<file path="src/rtl/rr_arb_pkg.sv">
// Shared definitions for the round-robin hold arbiter: index width helper and FSM encoding.
`default_nettype none

package rr_arb_pkg;

  typedef enum logic {
    ST_IDLE = 1'b0,
    ST_BUSY = 1'b1
  } state_t;

  function automatic int calc_idw(input int n);
    return (n > 1) ? $clog2(n) : 1;
  endfunction

endpackage

`default_nettype wire

</file>
<file path="src/rtl/rr_priority_pick.sv">
// Combinational round-robin picker: lowest set request at or above i_start, else lowest overall.
`default_nettype none

module rr_priority_pick
  import rr_arb_pkg::*;
#(
  parameter  int N   = 32,
  localparam int IDW = calc_idw(N)
) (
  input  logic [N-1:0]   i_req,
  input  logic [IDW-1:0] i_start,
  output logic [N-1:0]   o_pick,
  output logic [IDW-1:0] o_idx,
  output logic           o_found
);

  logic [N-1:0]   w_mask;
  logic [N-1:0]   w_masked;
  logic [N-1:0]   w_src;
  logic [N-1:0]   w_pick;
  logic [IDW-1:0] w_idx;

  // Isolating the lowest set bit with x & -x keeps the carry chain as the only long path.
  always_comb begin
    w_mask   = {N{1'b1}} << i_start;
    w_masked = i_req & w_mask;
    w_src    = (|w_masked) ? w_masked : i_req;
    w_pick   = w_src & (~w_src + N'(1));
    w_idx    = '0;
    for (int i = 0; i < N; i++) begin
      if (w_pick[i]) w_idx = w_idx | IDW'(i);
    end
  end

  assign o_pick  = w_pick;
  assign o_idx   = w_idx;
  assign o_found = |i_req;

endmodule

`default_nettype wire

</file>
<file path="src/rtl/rr_hold_arbiter.sv">
// N-way arbiter (round-robin or fixed priority) that holds a registered one-hot grant until release.
`default_nettype none

module rr_hold_arbiter
  import rr_arb_pkg::*;
#(
  parameter  int N          = 32,
  parameter  int FIXED_PRIO = 0,
  localparam int IDW        = calc_idw(N)
) (
  input  logic           clk,
  input  logic           reset,
  input  logic [N-1:0]   req_i,
  input  logic           release_i,
  output logic [N-1:0]   gnt_o,
  output logic           gnt_valid_o,
  output logic [IDW-1:0] gnt_id_o
);

  state_t         r_state;
  logic [N-1:0]   r_gnt;
  logic           r_valid;
  logic [IDW-1:0] r_gnt_id;
  logic [IDW-1:0] r_ptr;

  logic           w_release;
  logic [IDW-1:0] w_ptr_adv;
  logic [IDW-1:0] w_start;
  logic [N-1:0]   w_pick;
  logic [IDW-1:0] w_pick_idx;
  logic           w_found;

  // Dropping the request is treated the same as an explicit release.
  assign w_release = release_i | ~(|(req_i & r_gnt));

  generate
    if (FIXED_PRIO != 0 || N == 1) begin : g_ptr_zero
      assign w_ptr_adv = '0;
    end else begin : g_ptr_rr
      assign w_ptr_adv = (r_gnt_id == IDW'(N - 1)) ? '0 : r_gnt_id + IDW'(1);
    end
  endgenerate

  // On a release the pick must already see the advanced pointer to avoid a bubble.
  assign w_start = (r_state == ST_BUSY) ? w_ptr_adv : r_ptr;

  rr_priority_pick #(
    .N (N)
  ) u_pick (
    .i_req   (req_i),
    .i_start (w_start),
    .o_pick  (w_pick),
    .o_idx   (w_pick_idx),
    .o_found (w_found)
  );

  always_ff @(posedge clk or negedge reset) begin
    if (!reset) begin
      r_state  <= ST_IDLE;
      r_gnt    <= '0;
      r_valid  <= 1'b0;
      r_gnt_id <= '0;
      r_ptr    <= '0;
    end else begin
      case (r_state)
        ST_IDLE: begin
          if (w_found) begin
            r_gnt    <= w_pick;
            r_gnt_id <= w_pick_idx;
            r_valid  <= 1'b1;
            r_state  <= ST_BUSY;
          end
        end
        ST_BUSY: begin
          if (w_release) begin
            r_ptr <= w_ptr_adv;
            if (w_found) begin
              r_gnt    <= w_pick;
              r_gnt_id <= w_pick_idx;
            end else begin
              r_gnt    <= '0;
              r_gnt_id <= '0;
              r_valid  <= 1'b0;
              r_state  <= ST_IDLE;
            end
          end
        end
        default: r_state <= ST_IDLE;
      endcase
    end
  end

  assign gnt_o       = r_gnt;
  assign gnt_valid_o = r_valid;
  assign gnt_id_o    = r_gnt_id;

endmodule

`default_nettype wire

</file>
<file path="config.mk">
export PLATFORM = sky130hd
export DESIGN_NAME = rr_hold_arbiter
export DESIGN_NICKNAME = d
export VERILOG_FILES = /design/src/rtl/rr_arb_pkg.sv /design/src/rtl/rr_priority_pick.sv /design/src/rtl/rr_hold_arbiter.sv
export SDC_FILE = /design/constraint.sdc
export NUM_CORES = 1
export LEC_CHECK = 0
export CAP_MARGIN = 20
export CORE_MARGIN = 5
export CORE_UTILIZATION = 50
export CTS_BUF_LIST = sky130_fd_sc_hd__clkbuf_8
export DETAILED_ROUTE_END_ITERATION = 10
export MAX_ROUTING_LAYER = met4
export PLACE_DENSITY = 0.73
export SETUP_SLACK_MARGIN = 0.2
export SLEW_MARGIN = 0
export SYNTH_ARGS = -nofsm -noshare
export SYNTH_HDL_FRONTEND = slang
export SYNTH_HIERARCHICAL = 1
export SYNTH_SLANG_ARGS = --single-unit
</file>
<file path="constraint.sdc">
create_clock -name clk -period 8.7 [get_ports clk]
set_input_delay 1.305 -clock clk [delete_from_list [all_inputs] [get_ports clk]]
set_output_delay 1.305 -clock clk [all_outputs]
set_load 0.05 [all_outputs]
</file>
# [Word level (Yosys, flattened, before mapping)]
# Index checks and enable logic that the tools add are counted.
[totals] ff_bits=43 in_bits=35 output_inout_bits=38 elab_cells=84
[op_classes] addsub=2 eq_ne=4 shift=1 muxes=60 bitwise_logic=7 reduce_logical=6
[ops] cell="$mux W32" n=8
[ops] cell="$mux W5" n=27
[ops] cell="$and A32 B32 Y32" n=3
[ops] cell="$reduce_or A32 Y1" n=3
[ops] cell="$pmux W32 S2" n=1
[ops] cell="$add A32 B1 Y32 const B" n=1
[ops] cell="$mux W4" n=8
[ops] cell="$not A32 Y32" n=1
[ops] cell="$shl A32 B5 Y32 const A" n=1
[ops] cell="$mux W3" n=4
[ops] cell="$pmux W5 S2" n=1
[ops] cell="$mux W1" n=8
[ops] cell="$add A5 B1 Y5 const B" n=1
[ops] cell="$eq A5 B5 Y1 const B" n=1
[ops] cell="$mux W2" n=2
[ops] cell="$reduce_and A2 Y1" n=2
[ops] cell="$ne A3 B2 Y1 const B" n=1
[ops] cell="$reduce_and A3 Y1" n=1
[ops] cell="$ne A2 B1 Y1 const B" n=1
[ops] cell="$ne A2 B2 Y1 const B" n=1
[ops] cell="$not A1 Y1" n=2
[ops] cell="$pmux W1 S2" n=1
[ops] cell="$or A1 B1 Y1" n=1

# [Depth between registers and ports, before layout]
# Gate-level depths: netlist (run 1).
[depth] ltp_word=47 depth_mapped=23 mapped_depth_nobuf=20

# [Hierarchy]
# The synthesis (run 1) kept the hierarchy.
[by_module_without_submodules] mod="rr_hold_arbiter" instances=1 cells_each=357 area_each_um2=2890.3 seq_area_each_um2=1101.1
[by_module_without_submodules] mod="rr_priority_pick" instances=1 cells_each=294 area_each_um2=1826.8 seq_area_each_um2=0.0

# [Worst setup path after synthesis (run 1)]
# Ideal clock, no wire load.
[synth_path] kind="reg-to-reg" from="register r_gnt_id[0], in the netlist gnt_id_o[0]" to="register r_gnt_id[4], in the netlist gnt_id_o[4]" setup_ns=0.136 arrival_ns=4.802 t_required_ns=8.564 path_slack_ns=3.762 stages_incl_launch_ff=20 n_path_buf=1 synth_period_minus_slack_ns=4.938 cell_sequence="dfrtp_1 > ha_1 > and3_1 > ha_1 > or3_1 > nand2_1 > buf_2 > nand3_1 > a211o_1 > or4_1 > or2_2 > o31ai_4 > o21ai_2 > nor3b_1 > nand3_2 > a41oi_1 > or4_1 > mux2_2 > nand2_1 > o311ai_1"
[synth_between] elab_chain_len=32 word_cells_on_any_way=35 classes_between="2 x add/sub; 1 x eq/ne; 1 x shift; 27 x mux; 3 x bitwise; 1 x reduce/logical"
[synth_rtl] element="start: declaration" line="rr_hold_arbiter.sv:23" rtl="logic [IDW-1:0] r_gnt_id;"
[synth_rtl] element="start signal: assignment" line="rr_hold_arbiter.sv:69" rtl="r_gnt_id <= w_pick_idx;"
[synth_rtl] element="start signal: assignment" line="rr_hold_arbiter.sv:79" rtl="r_gnt_id <= w_pick_idx;"
[synth_rtl] element="$add A5 B1 Y5 / $eq A5 B5 Y1 (equally long branches)" line="rr_hold_arbiter.sv:40" rtl="assign w_ptr_adv = (r_gnt_id == IDW'(N - 1)) ? '0 : r_gnt_id + IDW'(1);"
[synth_rtl] element="$mux W5 *" line="rr_hold_arbiter.sv:40"
[synth_rtl] element="$mux W5 *" line="rr_hold_arbiter.sv:45" rtl="assign w_start = (r_state == ST_BUSY) ? w_ptr_adv : r_ptr;"
[synth_rtl] element="net w_start[2]" line="rr_hold_arbiter.sv:28" rtl="logic [IDW-1:0] w_start;"
[synth_rtl] element="$shl A32 B5 Y32 *" line="rr_priority_pick.sv:25" rtl="w_mask = {N{1'b1}} << i_start;"
[synth_rtl] element="$and A32 B32 Y32 *" line="rr_priority_pick.sv:26" rtl="w_masked = i_req & w_mask;"
[synth_rtl] element="$reduce_or A32 Y1" line="rr_priority_pick.sv:27" rtl="w_src = (|w_masked) ? w_masked : i_req;"
[synth_rtl] element="$mux W32 *" line="rr_priority_pick.sv:27"
[synth_rtl] element="(+18 left out)"
[synth_rtl] element="$mux W5 *" line="rr_priority_pick.sv:31" rtl="if (w_pick[i]) w_idx = w_idx | IDW'(i);"
[synth_rtl] element="net w_pick_idx[4]" line="rr_hold_arbiter.sv:30" rtl="logic [IDW-1:0] w_pick_idx;"
[synth_rtl] element="$mux W5" line="rr_hold_arbiter.sv:77" rtl="if (w_found) begin"
[synth_rtl] element="$mux W5" line="rr_hold_arbiter.sv:75" rtl="if (w_release) begin"
[synth_rtl] element="$mux W5" line="rr_hold_arbiter.sv:65" rtl="case (r_state)"
[synth_rtl] element="$mux W5" line="rr_hold_arbiter.sv:75"
[synth_rtl] element="$mux W5" line="rr_hold_arbiter.sv:65"
[synth_rtl] element="$pmux W5 S2 *" line="rr_hold_arbiter.sv:65"
# The timed path passes the listed nets; every way through them passes the cells marked *. The select of a mux whose other input is x is not followed.
# A chain may end at the register's enable or synchronous reset.

# [Final worst setup path (run 1)]
# Same ends and word-level chain as after synthesis.

==> reports/results.ini, run 1 <==
[floorplan]
rows=35
die_w_um=107
start_util_pct=51.0
dieArea_um2=11500
die_h_um=107
ioPinCount=73
core_um2=9240

[cts]
cts.sinks=44
numCtsBuffers=5
cts_tree=done
h-tree-depth=2
clkLatencyLatePin_ps=310
postCtsHoldBufs=0
clk_pin_slew_ps=110
root_buffer=clkbuf_8
cts_buffer_depth=2
post_cts_buffers=0
ctsResizeCount=0

[pwr]
power_density_nw_per_um2=289
power_leakage_uw=0.00204
ir_worst_vdd_uv=145

[synthesis]
syn_avg_cell_area_um2=7.25
synthTopCellsByCount=106 x nand2_1, 82 x o211ai_1, 58 x a21oi_1
yosys.area_share.adder_pct=0.531
syn-instance-count=651
synth-compound-area-share_pct=42.4
ys_async_sr_fraction_pct=100
seq_area_frac_synth_pct=23.3
synth_area_um2=4720
synth-xor-area-share_pct=0.371
synth_mux_area_share_pct=1.11
yosys_warnings=6
ys.flop_type=dfrtp_1
ys_ff_latch=44
yosys.area.top_type=dfrtp_1
synth_edf_count=0
synth_nets=688
yosysMostFrequentCell=nand2_1
synthSimpleGateAreaFrac_pct=26.8
synth_top_family_by_area=compound AO/OA/AOI/OAI gates
netlist.area_leader.share_pct=23.3
synthTopCellsByArea=dfrtp_1 23%, o211ai_1 13%, nand2_1 8.4%
synth_cell_types=86

[routing]
viasPerCell=7.37
via_count=6079
drt_wl_total_um=21100
wl_per_cell_um=25.6
drt_iter0_drc=934
ant_nets=0
drt_first_pass_iters=6
drc_errors=0

[cells_and_area]
nFillCells=852
stdcell_count=825
drive_above_1_share_pct=7.18
finalCoreUtilization_pct=60.8
n_antenna_cell=0
synthToLayoutAreaGrowth_pct=19.1
fin_nets=732

[sta]
finClkSkew_ps=14.3
fin_tns_setup_ps=0
fmax_ghz=0.156
drv_slew=0
hold_violations=0
fin_crit_ps=6400
finalCritPeriodShare_pct=73.5
relSlewSlack_pct=37.3
tightestPinTransition_ps=938
rsz0062_at_grt=false
fin_ws_ps=2300
setup_viol=0

[grt]
grt_pass1_vias=5630
grt_pass1_wl_um=33000
grt_max_degree=45
grt_overflow=0
track_usage_pct=37.5
antenna_found_initial=0

[place]
gp_congestion=1.02
port_buffers=72
dpl_worst_slack_ps=2490
dp_hpwl_um=15400
dp_cells=814

[flow_run]
drv_cap=0

[setup_path]
path_class=register to register
ff2ff_setup_slack_ps=2300
required_ps=8880
cp-start-kind=register
crit_path_end_kind=register
cp_max_fo=22
worstPathArrival_ps=6580

[run_status]
status=complete, no violations

[worst_hold_path]
hold_class=register to register

## registers in the layout (all words and copies together), names as in the netlist
name         count
gnt_valid_o      1
r_ptr            5
r_state          1
gnt_id_o         5
gnt_o           32
## final cells by class
| cell class | instances | area [µm²] | share of cell area [%] |
|---|---|---|---|
| multi-input combinational | 546 | 3370 | 59.9 |
| sequential | 44 | 1100 | 19.6 |
| timing repair buffer | 80 | 828 | 14.7 |
| tap | 129 | 161 | 2.87 |
| clock buffer | 5 | 68.8 | 1.22 |
| inverter | 18 | 67.6 | 1.20 |
| clock inverter | 3 | 25.0 | 0.445 |
## cell families (layout without fill, tap and decap cells)
logic type,after synthesis,in the layout
AND/OR/NAND/NOR,251,251
multiplexers,5,5
XOR/XNOR,2,2
buffers and inverters,61,106
AO/OA/AOI/OAI,286,286
flip-flops,44,44
adder cells (fa/ha/maj),2,2
## where the power goes
| part | internal [µW] | switching, µW |
|---|---|---|
| sequential | 244 | 47.5 |
| clock | 58.9 | 88.2 |
| combinational | 358 | 829 |
## layout by cell type (no fill, tap or decap), drive strengths merged, types with 5 or more instances in the layout
cell type / count
a21boi: 5
a21oi: 59
a22oi: 13
a31oi: 7
a32oi: 5
and2: 5
and3: 5
buf: 9
clkbuf: 5
clkdlybuf4s50: 71
dfrtp: 44
inv: 20
nand2: 106
nand2b: 8
nand3: 9
nand4: 10
nor2: 48
nor3: 13
nor4: 9
o211ai: 83
o21a: 5
o21ai: 56
or2: 5
or3: 8
or4: 6
## through the flow
step                area (µm²)  hold WS (ps)  total power (µW)
floorplan                 4720           477              1090
global placement          5450           504              1390
detailed placement        5450           504              1400
CTS                       5540           529              1550
global route              5620           580              1710
finish                    5620           528              1630
## layer usage
metal / routed length [µm] / vias up / global-route usage (%)
met1: 8180 / 2838 / 53.4
met3: 3010 / 74 / 6.86
li1: - / 2584 / -
met2: 9030 / 583 / 53.0
met4: 900 / 0 / 13.7
met5: 0 / - / -
## final timing paths
| path | from | to | depth (start not counted) |
|---|---|---|---|
| min in group asynchronous | reset | gnt_o[6]$_DFFE_PN0P_ | 1 |
| setup / recovery | gnt_id_o[0]$_DFFE_PN0P_ | gnt_id_o[4]$_DFFE_PN0P_ | 18 |
| setup reg to reg | gnt_id_o[0]$_DFFE_PN0P_ | gnt_id_o[4]$_DFFE_PN0P_ | 18 |
| max in group asynchronous | reset | gnt_o[31]$_DFFE_PN0P_ | 2 |
| hold / removal | r_ptr[3]$_DFFE_PN0P_ | r_ptr[3]$_DFFE_PN0P_ | 2 |
| hold reg to reg | r_ptr[3]$_DFFE_PN0P_ | r_ptr[3]$_DFFE_PN0P_ | 2 |
## worst max-delay path, stage by stage (launching register included)
cell	delay, ps
dfrtp_1	460
ha_1	250
and3_1	190
ha_1	190
or3_1	370
nand2_1	630
nand2_1	320
and3_1	310
or4_1	530
nor2_2	330
nand3_1	470
o211ai_1	640
nor3b_1	140
nand3_2	210
a41oi_1	130
or4_1	640
mux2_2	290
nand2_1	60
o311ai_1	80
Power figures use the tool's default switching activity.
==> run 2: changes to the inputs <==
- PLACE_DENSITY: 0.73 -> 0.76
- clock period: 8.7 -> 5.8 ns (I/O delays scaled with it)
==> run 2 against run 1 <==
First-iteration DRC count decreased by 2.2%; fmax increased by 15%; worst hold slack got worse by 160 ps; die area unchanged; wire length increased by 2.2%; clock skew decreased by 5.9 ps; cell count increased by 4.0%; sequential power increased by 49%; utilization increased by 3.3 points; cell area increased by 5.5%; non-clock buffer count increased by 33; clock power increased by 77%.
==> reports/results.ini, run 2 (synthesis results as in run 1) <==
[run_status]
status=complete, no violations

[floorplan]
rows=35  ; unchanged
start_util_pct=51.0  ; unchanged
die_h_um=107  ; unchanged
dieArea_um2=11500  ; unchanged
ioPinCount=73  ; unchanged
die_w_um=107  ; unchanged
core_um2=9240  ; unchanged

[sta]
finClkSkew_ps=8.45  ; -5.85 ps
fin_crit_ps=5550  ; -851 ps
rsz0062_at_grt=true
setup_viol=0  ; unchanged
drv_slew=0  ; unchanged
relSlewSlack_pct=41.2  ; +3.9 points
fmax_ghz=0.180  ; +15%
tightestPinTransition_ps=877  ; -61.0 ps
finalCritPeriodShare_pct=95.6  ; +22 points
hold_violations=0  ; unchanged
fin_tns_setup_ps=0  ; unchanged

[grt]
grt_pass1_vias=5817  ; +3.3%
track_usage_pct=37.9  ; +0.34 points
busiest_layer=met2
met1_usage_pct=51.6  ; -1.9 points
grt_pass1_wl_um=33200  ; +0.77%
grt_max_degree=45  ; unchanged
antenna_found_initial=0  ; unchanged
met2_usage_pct=54.9  ; +1.8 points
use_met3_pct=9.27  ; +2.4 points
grt_overflow=0  ; unchanged

[cts]
cts.sinks=44  ; unchanged
clk_pin_slew_ps=100  ; about the same
root_buffer=clkbuf_8
postCtsHoldBufs=0  ; unchanged
cts_buffer_depth=2  ; unchanged
clkLatencyLatePin_ps=310  ; about the same
h-tree-depth=2  ; unchanged
cts_tree=done
numCtsBuffers=5  ; unchanged

[pwr]
power_leakage_uw=0.00221  ; +8.3%
sw_frac_of_total_pct=57.0  ; -2.3 points
power_switching_uw=1490  ; +54%
power_frac_seq_pct=16.6  ; -1.3 points
ir_worst_vdd_uv=253  ; +74%
p_int_uw=1120  ; +70%
power_density_nw_per_um2=440  ; +52%
clkPwrFrac_pct=10.0  ; +1.0 points
power_frac_comb_pct=73.4  ; +0.3 points

[routing]
drc_errors=0  ; unchanged
wl_per_cell_um=25.1  ; -1.8%
viasPerCell=7.25  ; -1.6%
drt_wl_total_um=21600  ; +2.2%
ant_nets=0  ; unchanged
drt_first_pass_iters=6  ; unchanged
drt_iter0_drc=913  ; -2.2%
via_count=6224  ; +2.4%

[setup_path]
required_ps=5980  ; -2900 ps
crit_path_end_kind=register
cp-start-kind=register
worstPathArrival_ps=5720  ; -860 ps
cp_max_fo=8  ; -64%
path_class=register to register

[place]
gp_congestion=1.18  ; +15%
dp_hpwl_um=16000  ; +3.9%
placed_cell_area_um2=5690  ; +4.4%
port_buffers=72  ; unchanged

[flow_run]
drv_cap=0  ; unchanged

[cells_and_area]
layout_common_cells=104 x nand2_1, 82 x o211ai_1, 71 x clkdlybuf4s50_1
final_common_cell=nand2_1
design_area_um2=5920  ; +5.5%
n_antenna_cell=0  ; unchanged
drive_above_1_share_pct=12.3  ; +5.2 points
synthToLayoutAreaGrowth_pct=25.6
largest_reg_flops=32  ; unchanged
fin_nets=765  ; +4.5%

[worst_hold_path]
hold_class=input port to async pin

## run 2: cell types whose count changed in the layout (fill, tap and decap cells not counted), moves of 2 or more
cell	change
buf_4	+33
nor4_2	+2
nand2_1	-2
nor4_1	-2
nand2_2	+2
## run 2: final timing paths
check / cells past startpoint / end / from / slack, ps
worst max-delay path: 18 / gnt_id_o[4]$_DFFE_PN0P_ / gnt_id_o[0]$_DFFE_PN0P_ / 250
worst min-delay path: 1 / gnt_o[4]$_DFFE_PN0P_ / reset / 360
worst max register to register: 18 / gnt_id_o[4]$_DFFE_PN0P_ / gnt_id_o[0]$_DFFE_PN0P_ / 250
worst min register to register: 2 / r_ptr[3]$_DFFE_PN0P_ / r_ptr[3]$_DFFE_PN0P_ / 550
max in group asynchronous: 2 / gnt_id_o[1]$_DFFE_PN0P_ / reset / 4970
min in group clk: 2 / r_ptr[3]$_DFFE_PN0P_ / r_ptr[3]$_DFFE_PN0P_ / 550
## run 2: through the flow
| step | utilization, % | instances | hold slack (ps) | total power [µW] | setup slack, ps |
|---|---|---|---|---|---|
| detailed placement | 61.6 | 846 | 506 | 2200 | 74.8 |
| finish | 64.1 | 858 | 364 | 2610 | 254 |
| global route | 64.1 | 858 | 364 | 2720 | 189 |
| floorplan | - | 651 | 477 | 1630 | 862 |
| CTS | 62.9 | 854 | 530 | 2470 | 204 |
| global placement | 61.6 | 846 | 505 | 2180 | 149 |
## run 2: routing by layer
layer | part of all wire, % | vias to the layer above
li1 | - | 2670
met1 | 39 | 2911
met2 | 43 | 559
met3 | 14 | 84
met4 | 4.1 | 0
met5 | 0 | -
## run 2: layout make-up
cell class / instances / area (µm²)
Clock buffer: 5 / 68.8
Timing Repair Buffer: 113 / 1060
Fill cell: 783 / 3320
Multi-Input combinational cell: 546 / 3420
Sequential cell: 44 / 1100
Tap cell: 129 / 161
Clock inverter: 3 / 46.3
Inverter: 18 / 67.6
## run 2: critical path, cell delays in order (launching register included)
cell and delay [ps]:
dfrtp_1 460, ha_1 250, and3_1 180, ha_1 260
nand2_1 110, nand2_1 230, buf_4 260, nor2_2 250
nand2_1 290, o32ai_4 500, nor4b_4 130, a31oi_1 490
a21oi_1 190, o22ai_1 510, a41oi_1 220, or4_1 630
mux2_2 300, nand2_1 70, o311ai_1 90
## run 2: power by group through the flow
stage               logic, µW  registers [µW]  clock network, µW
floorplan                1080             547                  0
global placement         1750             429                  0
detailed placement       1770             435                  0
CTS                      1780             428                260
global route             2010             436                276
finish                   1910             433                260
## run 2: repair_timing
action,4_1_cts,5_1_grt
setup endpoints to repair,3,17
setup buffers,0,1
resized for setup,1,8
pin swaps,0,3
==> run 3: changes to the inputs <==
- CORE_UTILIZATION: 50 -> 34
- PLACE_DENSITY: 0.76 -> 0.55
==> run 3 against run 2 <==
Total power rose by 3.1%; utilization is 20 points lower; die area increased by 42%; flip-flop and latch count stayed put; non-clock buffer count up 10; critical endpoint is now gnt_id_o[2]$_DFFE_PN0P_.
==> reports/results.ini, run 3 (synthesis results as in run 1) <==
[cts]
postCtsHoldBufs=0  ; unchanged
clkLatencyLatePin_ps=330  ; +20 ps
cts_buffer_depth=2  ; unchanged
h-tree-depth=2  ; unchanged
numCtsBuffers=5  ; unchanged
root_buffer=clkbuf_8
cts_tree=done
clk_pin_slew_ps=100  ; about the same
cts.sinks=44  ; unchanged

[grt]
track_usage_pct=29.9  ; -8.0 points
grt_pass1_wl_um=36300  ; +9.2%
grt_max_degree=45  ; unchanged
grt_overflow=0  ; unchanged
antenna_found_initial=0  ; unchanged
grt_pass1_vias=5767  ; -0.86%

[setup_path]
worstPathArrival_ps=5660  ; -60 ps
crit_start=gnt_id_o[0]$_DFFE_PN0P_
reg2reg_depth=20  ; +2
path_class=register to register
r2r-start=gnt_id_o[0]$_DFFE_PN0P_
cp_max_fo=23  ; +15
cp-endpoint=gnt_id_o[2]$_DFFE_PN0P_
reg2reg_to=gnt_id_o[2]$_DFFE_PN0P_
required_ps=6000  ; +20 ps
cp-start-kind=register
crit_path_end_kind=register
ff2ff_setup_slack_ps=340  ; +80 ps

[floorplan]
ioPinCount=73  ; unchanged
die_h_um=128  ; +19%
rows=43  ; +23%
dieArea_um2=16300  ; +42%
die_w_um=128  ; +19%
core_um2=13700  ; +48%
start_util_pct=34.4  ; -17 points

[routing]
wl_per_cell_um=26.3  ; +4.6%
via_count=6104  ; -1.9%
viasPerCell=6.64  ; -8.4%
drt_iter0_drc=790  ; -13%
drc_errors=0  ; unchanged
drt_wl_total_um=24200  ; +12%
ant_nets=0  ; unchanged
drt_first_pass_iters=7  ; +1

[sta]
rsz0062_at_grt=true
finalCritPeriodShare_pct=94.2  ; -1.5 points
tightestPinTransition_ps=939  ; +62.8 ps
fin_ws_ps=338  ; +84.5 ps
hold_violations=0  ; unchanged
fmax_ghz=0.183  ; +1.5%
relSlewSlack_pct=37.0  ; -4.2 points
fin_tns_setup_ps=0  ; unchanged
drv_slew=0  ; unchanged
setup_viol=0  ; unchanged
finClkSkew_ps=10.7  ; +2.26 ps
fin_crit_ps=5460  ; -84.5 ps

[cells_and_area]
layout_common_cells=104 x nand2_1, 82 x o211ai_1, 71 x clkdlybuf4s50_1
final_common_cell=nand2_1
drive_above_1_share_pct=13.5  ; +1.2 points
finalCoreUtilization_pct=44.2  ; -20 points
largest_reg_flops=32  ; unchanged
nFillCells=1431  ; +83%
fin_nets=775  ; +1.3%
synthToLayoutAreaGrowth_pct=28.6
n_antenna_cell=0  ; unchanged

[worst_hold_path]
hold_class=input port to async pin

[place]
dp_hpwl_um=18700  ; +17%
port_buffers=72  ; unchanged
gp_congestion=1.01  ; -14%
dpl_worst_slack_ps=306  ; +231 ps

[pwr]
power_leakage_uw=0.00225  ; +1.9%
ir_worst_vdd_uv=382  ; +51%
power_density_nw_per_um2=443  ; +0.67%

[flow_run]
drv_cap=0  ; unchanged

[run_status]
status=complete, no violations

[run 3: cell types whose count changed in the layout (fill, tap and decap cells not counted), sizes merged]
cell	previous run	this run
buf	42	52
bufinv	1	0
clkbuf	5	6
clkinvlp	1	2
inv	19	18
[run 3: worst min-delay path by stage]
stage / cells past startpoint / endpoint / from
after floorplan: 2 / r_ptr[3]$_DFFE_PN0P_ / r_ptr[3]$_DFFE_PN0P_
after global placement: 2 / r_ptr[3]$_DFFE_PN0P_ / r_ptr[3]$_DFFE_PN0P_
after detailed placement: 2 / r_ptr[3]$_DFFE_PN0P_ / r_ptr[3]$_DFFE_PN0P_
after CTS: 2 / r_ptr[3]$_DFFE_PN0P_ / r_ptr[3]$_DFFE_PN0P_
after global routing: 1 / gnt_o[3]$_DFFE_PN0P_ / reset
final: 1 / gnt_o[3]$_DFFE_PN0P_ / reset
[run 3: report_power, final]
part	internal, µW	switching [µW]	total, µW
combinational	672	1360	2030
sequential	365	70.6	436
clock	96.8	127	224
total	1130	1550	2690
[run 3: area by class of cell]
class | instances | area (µm²) | area share [%]
Clock buffer | 6 | 82.6 | 1.36
Timing Repair Buffer | 123 | 1160 | 19.2
Multi-Input combinational cell | 546 | 3410 | 56.2
Tap cell | 180 | 225 | 3.71
Sequential cell | 44 | 1100 | 18.2
Clock inverter | 2 | 15.0 | 0.248
Inverter | 18 | 67.6 | 1.11
[run 3: layer usage]
layer	share of wire, %	wire [µm]	track usage, %
met1	45	10800	41.9
met2	44	10600	44.4
met4	3.7	884	9.80
met5	0	0	-
met3	7.8	1890	4.08
[run 3: through the flow]
stage	cell area (µm²)	instances	total power (µW)	hold WS, ps
after global routing	6070	919	2830	395
after detailed placement	5870	905	2380	504
final	6070	919	2690	391
after global placement	5810	903	2350	515
after CTS	5960	913	2610	526
after floorplan	4720	651	1630	477
[run 3: timing repair]
item	CTS	global route
endpoints found under the setup margin	0	10
buffers inserted	0	5
gates resized for setup	0	8
[run 3: worst max-delay path, cell delays in order, from the launching register on]
cell and delay, ps:
dfrtp_1 460, ha_1 250, and3_1 180, ha_1 190, or3_1 370, nand2_1 140
buf_12 180, a21oi_2 70, o211a_1 280, or3_4 400, nor4b_4 450, a31oi_1 320
a21boi_0 560, a2111oi_0 150, a31oi_1 200, o21ai_1 100, or4_1 590, nand2_1 110
o21ai_0 90, a21oi_1 120, o211ai_1 110
==> patch 1 (flow settings as in run 2) <==
Set the parameter `FIXED_PRIO` to 1 (it was 0).
--- a/src/rtl/rr_hold_arbiter.sv
+++ b/src/rtl/rr_hold_arbiter.sv
@@ -5,7 +5,7 @@
   import rr_arb_pkg::*;
 #(
   parameter  int N          = 32,
-  parameter  int FIXED_PRIO = 0,
+  parameter  int FIXED_PRIO = 1,
   localparam int IDW        = calc_idw(N)
 ) (
   input  logic           clk,
Behaviour: not the same (Yosys sat finds a counterexample within 4 cycles, from zero or initial values and one cycle with reset low).
==> patch 1 against run 2 <==
- synthesized area down 15%
- sequential cell count fell by 5
- critical path depth shrank 4
- register-to-register slack gained 2900 ps
- critical path type is now input pin to register
- design area down 16%
- final cell count decreased by 22%
- highest routed layer unchanged
- wire length shrank 24%
- critical endpoint is now gnt_id_o[2]
- die area fell by 13%
- global-route usage decreased by 4.5 points
- worst setup slack better by 730 ps
- via count is 24% lower
- non-clock buffer count fell by 32
Power is not compared: it rests on default switching activity, and its combinational part moved more than twofold at a synthesized area within 25%.
==> patch 1: results (changes against run 2) <==
hold_ws_ps: 544  # was 364 ps
rr_worst_depth: 6  # was 18
drive_above_1_share: 0.0792  # was 0.123
postPlaceCellArea_um2: 4820  # was 5690 µm²
crit_fanout: 7  # was 8
grt_first_pass_wirelength_mm: 25.4  # was 33.2 mm
synth_compound_area_frac: 0.342  # was 0.424
first_global_vias: 4484  # was 5817
slowest_stage: "clkdlybuf4s50_1"  # was or4_1
hold_class: "register to register"  # was input pin to asynchronous set/reset pin
grt_max_degree: 40  # was 45
ys_types: 77  # was 86
skew_ps: 8.18  # was 8.45 ps
clkTransAtPathRegs_ps: 80  # was 100 ps
fillers: 693  # was 783
place.gp.congestion: 1.17  # was 1.18
dr.first_iter.drc_count: 999  # was 913
crit_end: "gnt_id_o[2]"  # was gnt_id_o[4]
slew_headroom: 0.397  # was 0.412
grt_util_met2: 0.493  # was 0.549
nets: 602  # was 765
status: "finished clean"  # unchanged
track_usage: 0.334  # was 0.379
crit_family: "simple AND/OR/NAND/NOR gates"  # was compound AO/OA/AOI/OAI gates
synth_fa_ha_area_frac: 0  # was 0.00531
dp_cells: 662  # was 846
wire_per_inst_um: 24.5  # was 25.1 µm
dr_total_vias: 4758  # was 6224
viasPerCell: 7.10  # was 7.25
synth_cells: 490  # was 651
min_period_ps: 4820  # was 5550 ps
ys_seq_area_frac: 0.243  # was 0.233
rrSetupSlack_ps: 3170  # was 250 ps
wl_met1_mm: 6.18  # was 8.37 mm
timing.rr.start: "gnt_o[14]"  # was gnt_id_o[0]
wl_met3_mm: 1.97  # was 2.99 mm
grt_use_met3: 0.0652  # was 0.0927
worstReg2RegEnd: "gnt_o[22]"  # was gnt_id_o[4]
-- patch 1: cell count changes after synthesis, sizes merged, moves of 4 or more --
cell and delta:
a21oi -33, a221o +37, a22oi +4, buf +6, clkbuf -20, dfrtp -5
mux2i +34, nand2 -81, nor2 +29, o211ai -73, o21ai -33
-- patch 1: cell families after synthesis --
kind of cell,after synthesis
flops,39
buf+inv,45
compound gates,175
mux,38
other cells,1
simple gates,192
-- patch 1: power breakdown --
part	leakage, nW	internal [W]	switching, W	total, W
combinational	1.57	0.000132	0.000260	0.000392
sequential	0.528	0.000290	0.0000193	0.000310
clock	0.0695	0.000170	0.000106	0.000277
-- patch 1: layout make-up --
type | count | area, µm² | area share
multi-input cells | 424 | 2880 | 0.581
flip-flops and latches | 39 | 976 | 0.197
repair buffers | 81 | 783 | 0.158
well taps | 102 | 128 | 0.0257
clock buffers | 5 | 68.8 | 0.0139
clock inverters | 3 | 63.8 | 0.0129
inverters | 16 | 60.1 | 0.0121
==> patch 2 (flow settings as in run 2) <==
Without the edit above. Reset style: synchronous (`reset`), changed in one clocked block.
--- a/src/rtl/rr_hold_arbiter.sv
+++ b/src/rtl/rr_hold_arbiter.sv
@@ -54,7 +54,7 @@
     .o_found (w_found)
   );
 
-  always_ff @(posedge clk or negedge reset) begin
+  always_ff @(posedge clk) begin
     if (!reset) begin
       r_state  <= ST_IDLE;
       r_gnt    <= '0;
Behaviour: differs if reset is asserted again (counterexample within 4 cycles, from zero or initial values and one cycle with reset low); with reset held inactive, the same outputs for 4 cycles.
==> patch 2 against run 2 <==
- die area down 18%
- critical endpoint is now gnt_id_o[2]
- wire length down 25%
- synthesized area down 20%
- sequential cell count unchanged
- worst setup slack better by 170 ps
- design area down 22%
- core utilization down 1.2 points
- final cell count down 21%
Power is not compared: it rests on default switching activity, and its combinational part moved more than twofold at a synthesized area within 25%.
==> patch 2: results (changes against run 2) <==
use_met1: 0.473  # was 0.516
dp_cells: 671  # was 846
power_leakage_nw: 1.56
cts_max_path_buffers: 2  # unchanged
startpoint: "gnt_id_o[0]"  # unchanged
synthesis.nets: 562  # was 688
synth_area_leaders: "dfxtp_1, nand2_1, o22ai_1"  # was dfrtp_1, o211ai_1, nand2_1
crit_fanout: 26  # was 8
post-dp-hpwl_mm: 12.2  # was 16.0 mm
hold_ws_ps: 482  # was 364 ps
wl_met2_mm: 6.88  # was 9.33 mm
slowest_stage: "nor4_1"  # was or4_1
crit_arrival_ps: 5610  # was 5720 ps
synth_commonest_cells: "nand2_1, dfxtp_1, nor2_1"  # was nand2_1, o211ai_1, a21oi_1
grt_antenna_before_repair: 0  # unchanged
crit_end: "gnt_id_o[2]"  # was gnt_id_o[4]
async_flop_share: 0  # was 1.00
drtPass1Iterations: 8  # was 6
dr.first_iter.drc_count: 651  # was 913
slowest_delay_ps: 660  # was 630 ps
crit_family: "simple AND/OR/NAND/NOR gates"  # was compound AO/OA/AOI/OAI gates
grt_max_degree: 87  # was 45
first_global_vias: 4386  # was 5817
hold_class: "register to register"  # was input pin to asynchronous set/reset pin
place.gp.congestion: 1.09  # was 1.18
status: "finished clean"  # unchanged
totalWireLength_mm: 16.2  # was 21.6 mm
grt_use_met3: 0.0676  # was 0.0927
syn_area_per_cell_um2: 7.21  # was 7.25 µm²
wl_met1_mm: 6.56  # was 8.37 mm
grt_util_met2: 0.495  # was 0.549
worstReg2RegEnd: "gnt_id_o[2]"  # was gnt_id_o[4]
track_usage: 0.344  # was 0.379
fillers: 659  # was 783
rr_worst_depth: 17  # was 18
viasPerCell: 6.92  # was 7.25
dp_slack_ps: 438  # was 74.8 ps
final_cells: 681  # was 858
slew_headroom: 0.471  # was 0.412
skew_ps: 10.5  # was 8.45 ps
drive_above_1_share: 0.0876  # was 0.123
postPlaceCellArea_um2: 4470  # was 5690 µm²
nets: 618  # was 765
grt_first_pass_wirelength_mm: 25.3  # was 33.2 mm
ys_types: 83  # was 86
ys_seq_area_frac: 0.233  # about the same
wl_met3_mm: 2.21  # was 2.99 mm
patch 2: changes by cell type after synthesis, sizes merged, moves of 4 or more:
cell | run 2 | this run
a21oi | 59 | 25
a22oi | 13 | 17
clkbuf | 27 | 13
dfrtp | 44 | 0
dfxtp | 0 | 44
inv | 18 | 14
mux2 | 2 | 6
nor2 | 48 | 44
o211ai | 83 | 10
o21ai | 56 | 24
o22ai | 4 | 41
patch 2: worst reg2reg max path: stages, from the launching register on:
cell	delay, ps
dfxtp_1	370
ha_1	240
and3_1	190
ha_1	290
mux2_2	510
nor2_1	360
nand2_1	190
o32ai_2	540
or4b_4	300
nor3_4	90
buf_4	220
a21o_4	240
nor4_1	660
nand3_2	370
o21ai_1	330
or4_1	190
nand2_1	70
o22ai_1	170
patch 2: logic make-up (layout without fill, tap and decap cells):
kind of cell | count (synthesis) | after routing | share of synthesized area
buffers and inverters | 45 | 102 | 0.0655
DFF | 44 | 44 | 0.233
adders and majority gates | 2 | 2 | 0.00661
AOI/OAI and AO/OA | 176 | 176 | 0.333
and+or+nand+nor | 245 | 245 | 0.327
xor gates and xnor gates | 2 | 2 | 0.00463
muxes | 11 | 11 | 0.0311
patch 2: final cells by class:
type | instances | area [µm²] | area share
Multi-Input combinational cell | 436 | 2660 | 0.576
Tap cell | 99 | 124 | 0.0268
Clock inverter | 2 | 38.8 | 0.00841
Inverter | 14 | 52.6 | 0.0114
Sequential cell | 44 | 881 | 0.191
Timing Repair Buffer | 80 | 776 | 0.168
Clock buffer | 6 | 82.6 | 0.0179
patch 2: repair_timing:
item,CTS,global route
gates resized for setup,0,1
setup buffers,0,2
setup endpoints to repair,0,3
